==> src/rtl/dds_phase_gen.sv <==
// Phase-accumulator front end for the DDS datapath: integrates a tuning word, emits the
// lookup phase address, and runs a saturating upward chirp. Config loads commit at the wrap.
module dds_phase_gen #(
  parameter int ACC_W   = 32,
  parameter int ADDR_W  = 11,
  parameter int LUT_LAT = 3
) (
  input  logic              clk,
  input  logic              rst,
  input  logic              cfg_valid,
  output logic              cfg_ready,
  input  logic [1:0]        cfg_sel,
  input  logic [ACC_W-1:0]  cfg_data,
  input  logic              enable,
  input  logic              sweep_start,
  input  logic              sweep_stop,
  output logic [ADDR_W-1:0] addr,
  output logic              addr_valid,
  output logic              wrap,
  output logic              valid_aligned,
  output logic              wrap_aligned,
  output logic              sweep_done
);

  typedef enum logic [1:0] {IDLE, SWEEP, HOLD} sweep_state_t;

  localparam logic [1:0] SEL_BASE = 2'd0;
  localparam logic [1:0] SEL_OFF  = 2'd1;
  localparam logic [1:0] SEL_STEP = 2'd2;
  localparam logic [1:0] SEL_END  = 2'd3;

  logic [ACC_W-1:0]   ftw_base, phase_off, sweep_step, ftw_end;
  logic [ACC_W-1:0]   shadow_data, ftw_cur, acc;
  logic [1:0]         shadow_sel;
  logic               pending, carry_q;
  logic [LUT_LAT-1:0] valid_pipe, wrap_pipe;
  sweep_state_t       state;

  logic [ACC_W:0]     acc_sum, sweep_sum;
  logic [ADDR_W-1:0]  addr_next;
  logic               carry, commit, accept, base_commit, sweep_at_end;

  always_comb begin
    acc_sum      = {1'b0, acc} + {1'b0, ftw_cur};
    carry        = enable && acc_sum[ACC_W];
    commit       = pending && (!enable || carry);
    accept       = cfg_valid && !pending;
    base_commit  = commit && (shadow_sel == SEL_BASE);
    addr_next    = ADDR_W'((acc + phase_off) >> (ACC_W - ADDR_W));
    // Chirp sum is one bit wider so a huge step saturates at ftw_end instead of wrapping.
    sweep_sum    = {1'b0, ftw_cur} + {1'b0, sweep_step};
    sweep_at_end = sweep_sum >= {1'b0, ftw_end};
  end

  assign cfg_ready     = !pending;
  assign valid_aligned = valid_pipe[LUT_LAT-1];
  assign wrap_aligned  = wrap_pipe[LUT_LAT-1];

  // Config port: one shadow slot, transferred to the active set at a wrap or while idle.
  always_ff @(posedge clk) begin
    if (rst) begin
      ftw_base    <= '0;
      phase_off   <= '0;
      sweep_step  <= '0;
      ftw_end     <= '0;
      shadow_data <= '0;
      shadow_sel  <= SEL_BASE;
      pending     <= 1'b0;
    end else if (commit) begin
      pending <= 1'b0;
      case (shadow_sel)
        SEL_BASE: ftw_base   <= shadow_data;
        SEL_OFF:  phase_off  <= shadow_data;
        SEL_STEP: sweep_step <= shadow_data;
        SEL_END:  ftw_end    <= shadow_data;
      endcase
    end else if (accept) begin
      shadow_data <= cfg_data;
      shadow_sel  <= cfg_sel;
      pending     <= 1'b1;
    end
  end

  // Accumulator and address stage; carry_q holds across disabled cycles so the
  // wrap flag lands on the first live sample taken from the post-overflow value.
  always_ff @(posedge clk) begin
    if (rst) begin
      acc        <= '0;
      carry_q    <= 1'b0;
      addr       <= '0;
      addr_valid <= 1'b0;
      wrap       <= 1'b0;
      valid_pipe <= '0;
      wrap_pipe  <= '0;
    end else begin
      if (enable) begin
        acc        <= acc_sum[ACC_W-1:0];
        carry_q    <= acc_sum[ACC_W];
        addr       <= addr_next;
        addr_valid <= 1'b1;
        wrap       <= carry_q;
      end else begin
        addr_valid <= 1'b0;
        wrap       <= 1'b0;
      end
      valid_pipe <= {valid_pipe[LUT_LAT-2:0], addr_valid};
      wrap_pipe  <= {wrap_pipe[LUT_LAT-2:0], wrap};
    end
  end

  // Sweep FSM owns ftw_cur.
  // NOTE: nonblocking updates mean this block sees ftw_base/sweep_step/ftw_end as they
  // were before a same-cycle commit; a commit coinciding with an increment applies next carry.
  always_ff @(posedge clk) begin
    if (rst) begin
      state      <= IDLE;
      ftw_cur    <= '0;
      sweep_done <= 1'b0;
    end else begin
      // NOTE: pulse defaults low every cycle; only the HOLD-entry paths raise it.
      sweep_done <= 1'b0;
      if (sweep_stop) begin
        state   <= IDLE;
        ftw_cur <= ftw_base;
      end else begin
        case (state)
          IDLE, HOLD: begin
            if (sweep_start) begin
              if (ftw_base >= ftw_end) begin
                ftw_cur    <= ftw_end;
                state      <= HOLD;
                sweep_done <= 1'b1;
              end else begin
                ftw_cur <= ftw_base;
                state   <= SWEEP;
              end
            end else if (state == IDLE) begin
              ftw_cur <= base_commit ? shadow_data : ftw_base;
            end
          end
          SWEEP: begin
            if (carry) begin
              if (sweep_at_end) begin
                ftw_cur    <= ftw_end;
                state      <= HOLD;
                sweep_done <= 1'b1;
              end else begin
                ftw_cur <= sweep_sum[ACC_W-1:0];
              end
            end
          end
          default: state <= IDLE;
        endcase
      end
    end
  end

endmodule

==> config.mk <==
export PLATFORM = sky130hd
export DESIGN_NAME = dds_phase_gen
export DESIGN_NICKNAME = d
export VERILOG_FILES = /design/src/rtl/dds_phase_gen.sv
export SDC_FILE = /design/constraint.sdc
export NUM_CORES = 1
export LEC_CHECK = 0
export BUFFER_PORTS_ARGS = -buffer_cell sky130_fd_sc_hd__clkbuf_2
export CAP_MARGIN = 20
export CELL_PAD_IN_SITES_DETAIL_PLACEMENT = 0
export CELL_PAD_IN_SITES_GLOBAL_PLACEMENT = 1
export CORE_AREA = 8 8 231 233
export DETAILED_ROUTE_END_ITERATION = 16
export DIE_AREA = 0 0 239 241
export MAX_ROUTING_LAYER = met4
export PLACE_DENSITY = 0.67
export SLEW_MARGIN = 10
export SYNTH_ARGS = -nofsm -noshare
export SYNTH_HDL_FRONTEND = slang
export SYNTH_SLANG_ARGS = --single-unit
==> constraint.sdc <==
create_clock -name clk -period 12.64 [get_ports clk]
set_input_delay 2.528 -clock clk [delete_from_list [all_inputs] [get_ports clk]]
set_output_delay 2.528 -clock clk [all_outputs]
set_load 0.05 [all_outputs]
Word-level counts from Yosys, hierarchy flattened
Index checks and enable logic that the tools add are counted.
- $add $sub $neg: 3
- $lt $le $gt $ge: 2
- eq/ne operators: 10
- multiplexer cells: 19
- bitwise gates (word level): 2
- reduce and logical (&&, ||, !) cells: 21
- operator list (kind ; count):
    $mux 32 ; 7
    $add 32x32->33 ; 2
    $pmux 32 s2 ; 1
    $ge 33x32->1 ; 1
    $add 32x32->32 ; 1
    $ge 32x32->1 ; 1
    $reduce_and 2->1 ; 5
    $mux 2 ; 4
    $reduce_or 2->1 ; 4
    $eq 2x2->1 const B ; 3
    $ne 2x2->1 const B ; 3
    $reduce_and 3->1 ; 2
    $mux 1 ; 5
    $eq 2x1->1 const B ; 2
    $logic_and 1x1->1 ; 4
    $logic_not 2->1 ; 2
    $ne 4x4->1 const B ; 1
    $pmux 2 s2 ; 1
    $ne 3x3->1 const B ; 1
    $reduce_bool 3->1 ; 1
    $logic_not 1->1 ; 2
    $not 1->1 ; 2
    $pmux 1 s2 ; 1
    $logic_or 1x1->1 ; 1
- bits in registers: 250
- bits of input ports: 40
- output and inout port bits: 17
- logic and storage cells: 74

Depth between registers and ports, before layout
- word-level depth: 10
- gate-level depth with buffers: 23

Least setup slack after synthesis
No wires, ideal clock.
- path type: reg-to-reg
- from: register sweep_step[0]
- to: register ftw_cur[8]
- setup time: 0.070 ns
- data arrival time: 4.781 ns
- slack: 7.789 ns
- stages on the path, launching flop included: 21
- period minus slack after synthesis: 4.851 ns
- cell sequence: dfxtp_1 -> ha_1 -> fa_1 -> a211o_1 -> a2111oi_4 -> nor4_2 -> o31ai_4 -> a211oi_1 -> or3_1 -> a31oi_1 -> xnor2_1 -> ha_1 -> nand3_1 -> or4_1 -> o31ai_1 -> a21oi_1 -> o211ai_4 -> buf_2 -> o21ai_1 -> a2111oi_0 -> a21boi_1
- cells in the longest elaborated chain, start to end: 6
- RTL lines (what ; RTL line ; text):
    start, declared ; 32 ; logic [ACC_W-1:0] ftw_base, phase_off, sweep_step, ftw_end;
    start signal, assigned ; 74 ; SEL_STEP: sweep_step <= shadow_data;
    $add 32x32->33 (*) ; 51 ; sweep_sum = {1'b0, ftw_cur} + {1'b0, sweep_step};
    $ge 33x32->1 ; 52 ; sweep_at_end = sweep_sum >= {1'b0, ftw_end};
    $mux 32 (*) ; 143 ; if (sweep_at_end) begin
    $mux 32 (*) ; 142 ; if (carry) begin
    $pmux 32 s2 (*) ; 126 ; case (state)
    $mux 32 (*) ; 122 ; if (sweep_stop) begin
    end signal, assigned ; 124 ; ftw_cur <= ftw_base;
    end signal, assigned ; 130 ; ftw_cur <= ftw_end;
    end signal, assigned ; 144 ; ftw_cur <= ftw_end;
    end, declared ; 33 ; logic [ACC_W-1:0] shadow_data, ftw_cur, acc;
Every way passes the cells marked *; elsewhere a longest branch is shown, timed or not. The select of a mux whose other input is x is not followed.
A chain may end at the register's enable or synchronous reset.

Final worst setup path
- from: input port enable
- to: register ftw_cur[12]
- cells in the longest elaborated chain, start to end: 9
- elaborated cells on any way between the ends: 12
- those cells by class: eq/ne: 1; mux: 5; reduce/logical: 6
- RTL lines (what ; RTL line ; text):
    start, declared ; 14 ; input logic enable,
    $logic_not 1->1 / $logic_and 1x1->1 (equally long branches) ; 46, 45 ;
    $logic_or 1x1->1 ; 46 ; commit = pending && (!enable || carry);
    $logic_and 1x1->1 ; 46 ;
    $logic_and 1x1->1 ; 48 ; base_commit = commit && (shadow_sel == SEL_BASE);
    $mux 32 ; 138 ; ftw_cur <= base_commit ? shadow_data : ftw_base;
    $mux 32 ; 137 ; end else if (state == IDLE) begin
    $mux 32 ; 128 ; if (sweep_start) begin
    $pmux 32 s2 ; 126 ;
    $mux 32 ; 122 ;
    end signal, assigned ; 124 ;
    end signal, assigned ; 130 ;
    end signal, assigned ; 138 ;
Parallel ways exist; a longest one is shown, timed or not. The select of a mux whose other input is x is not followed.

==> results.md <==
- Critical path, cell by cell: clkbuf_2 > buf_4 > clkinv_1 > nor3_1 > a211o_1 > nand2_1 > a221o_1 > o21ai_1
- Seq cells post-synth: 250
- CP top delay family: buffers and inverters
- Worst skew pair latency: 0.55 ns
- Ports: 57
- Slowest-stage cell, CP: clkinv_1
- Final WL: 51.8 mm
- Max Cap Viol: 0
- DP Worst Slack: 5.87 ns
- Fin Setup TNS: 0 ns
- Post-CTS setup buffers: 0
- Buffers added on ports: 56
- Clk buf depth: 3
- Slew margin rel.: 31.6%
- Grt ovf: 0
- Nets: 2156
- Largest net degree at the start of global routing: 88
- Top FF cell, synth: dfxtp_1
- Die X: 239 um
- Status: complete, no violations
- Fillers: 5233
- Vias in the first global route: 13700
- Setup Skew: 0.0217 ns
- PwrDens: 129 nW/um2
- Hold Crit Start: valid_pipe[1]
- Final period utilization: 49.6%
- Synth async-reset ratio: 0%
- Post-synth EDFFs: 0
- Crit. Startpoint: enable
- Fin. Hold Viols: 0
- Final setup fails: 0
- Row cnt: 82
- DP Wirelength: 37.4 mm
- Worst Tran Pin Value: 1.03 ns
- CTS Hold Bufs: 0
- Via density: 5.32
- RSZ-0062 raised after global routing: no
- GPL Wtd Cong: 0.898
- Crit Path Category: input pin to register
- Netlist Area Pre-Place: 15700 um2
- Vias: 14100
- Die extent in y: 241 um
- Total CTS buffers: 34
- CTS tree: yes
- CTS root buf: clkbuf_16
- Number of DRC markers in iteration 0: 1046
- WL/cell: 19.5 um
- Clock sinks: 250
- Worst Path Arrival: 6.73 ns
- Synth cell types: 85
- Antenna violations before repair: 2
- Clock-pin slew on the worst setup and hold paths: 0.06 ns
- Synth-to-layout area growth: 13.1%
- Worst min path class: register to register
- GRT Overall Usage: 18.3%
- Maximum clock frequency: 0.159 GHz
- Count of final max-slew check failures: 0
- YS warnings: 0
- Commonest non-fill, non-tap cells in the layout: 322 x nand2_1, 250 x dfxtp_1, 240 x a21oi_1, 158 x ha_1, 154 x nor2_1
- First-pass GRT wire length: 80.1 mm
- Fin crit period: 6.27 ns
- Antenna-violating nets left: 0
- Core ar.: 49700 um2
- Startpoint types: input pin
- WP depth: 8
- Depth of the CTS H-tree: 2
- Starting Density: 31.6%
- Die footprint: 57600 um2
- DRC: 0
- Post-Syn Instances: 1946
- PnR worst setup slack: 6.37 ns
- Commonest non-fill, non-tap cell in the layout: nand2_1
- Maximum vdd drop: 0.0724 mV
- Leak Pwr: 0.00755 uW
- Resize count post-CTS: 0
- Worst Path Required: 13.10 ns
- N_diodes: 0
- Top cell type's share of synthesized area: 31.9%
- R2R depth: 21
- Hold depth: 1
- Reg2reg start: ftw_cur[0]
- Share of cells above drive strength 1: 8.89%
- Top post-synthesis cells by area: dfxtp_1 32%, ha_1 13%, nand2_1 7.7%
- Syn avg cell area: 8.06 um2
- Yosys top cell by area: dfxtp_1
- Syn Nets: 2146
- WP buf/inv: 3
- Total power: 2290 uW
- DRT Pass-1 Iters: 6
- Setup crit end kind: register
- Worst stage delay on the critical path: 0.92 ns
- Peak fanout along the critical path: 47
- Post-synthesis sequential area ratio: 31.9%
## area by class of cell
| class | count | area (um2) | area share (%) |
|---|---|---|---|
| repair buffers | 75 | 449 | 2.53 |
| clock inverters | 19 | 239 | 1.35 |
| well taps | 672 | 841 | 4.74 |
| multi-input cells | 1509 | 9940 | 56.0 |
| clock buffers | 41 | 948 | 5.35 |
| inverters | 86 | 323 | 1.82 |
| flip-flops and latches | 250 | 5000 | 28.2 |
## cell usage after synthesis, types with 27 or more instances
library cell and count:
dfxtp_1 250, a21o_1 39, xnor2_1 31, clkbuf_1 67, a21oi_1 240, ha_1 158, xor2_1 27, nor3_1 27
inv_1 84, nor2_1 155, o211ai_1 32, a211oi_1 28, nand3_1 35, o21ai_0 45, nand2_1 323, mux2i_1 71
## sequential cells by signal, indices dropped and copies added, names as in the netlist, 3 cells and up
register	cells
acc	32
sweep_step	32
ftw_end	32
addr	11
wrap_pipe	3
ftw_base	32
shadow_data	32
valid_pipe	3
phase_off	32
ftw_cur	32
## cell families after synthesis
kind of cell / count (synthesis) / share of synthesized area, %
buf+inv: 187 / 4.98
fa+ha+maj: 160 / 12.9
compound gates: 576 / 24.4
xor+xnor: 58 / 3.24
simple gates: 636 / 17.6
flops: 250 / 31.9
mux: 79 / 5.10
## routing by layer
layer	routed length, um	vias to the layer above	GRT usage, %
met4	1400	0	5.12
met2	22600	325	28.1
met3	2770	83	2.76
met1	25000	6703	24.7
li1	-	7003	-
met5	0	-	-
## where the power goes
part / switching [uW] / internal (uW)
logic: 247 / 152
registers: 48.5 / 819
clock network: 387 / 638
total: 682 / 1610
## worst paths after layout
| path | slack (ns) | end |
|---|---|---|
| worst min register to register | 0.44 | valid_pipe[2] |
| worst max register to register | 6.67 | ftw_cur[2] |
| worst min-delay path | 0.44 | valid_pipe[2] |
| worst max-delay path | 6.37 | ftw_cur[12] |
## through the flow
stage / hold WS, ns / util, % / instance area [um2] / cells
after floorplan: 0.414 / - / 15700 / 1946
after global placement: 0.428 / 33.3 / 16500 / 2591
after detailed placement: 0.432 / 33.3 / 16500 / 2591
after CTS: 0.446 / 35.7 / 17700 / 2651
after global routing: 0.464 / 35.7 / 17700 / 2652
final: 0.438 / 35.7 / 17700 / 2652
Power figures use the tool's default switching activity.
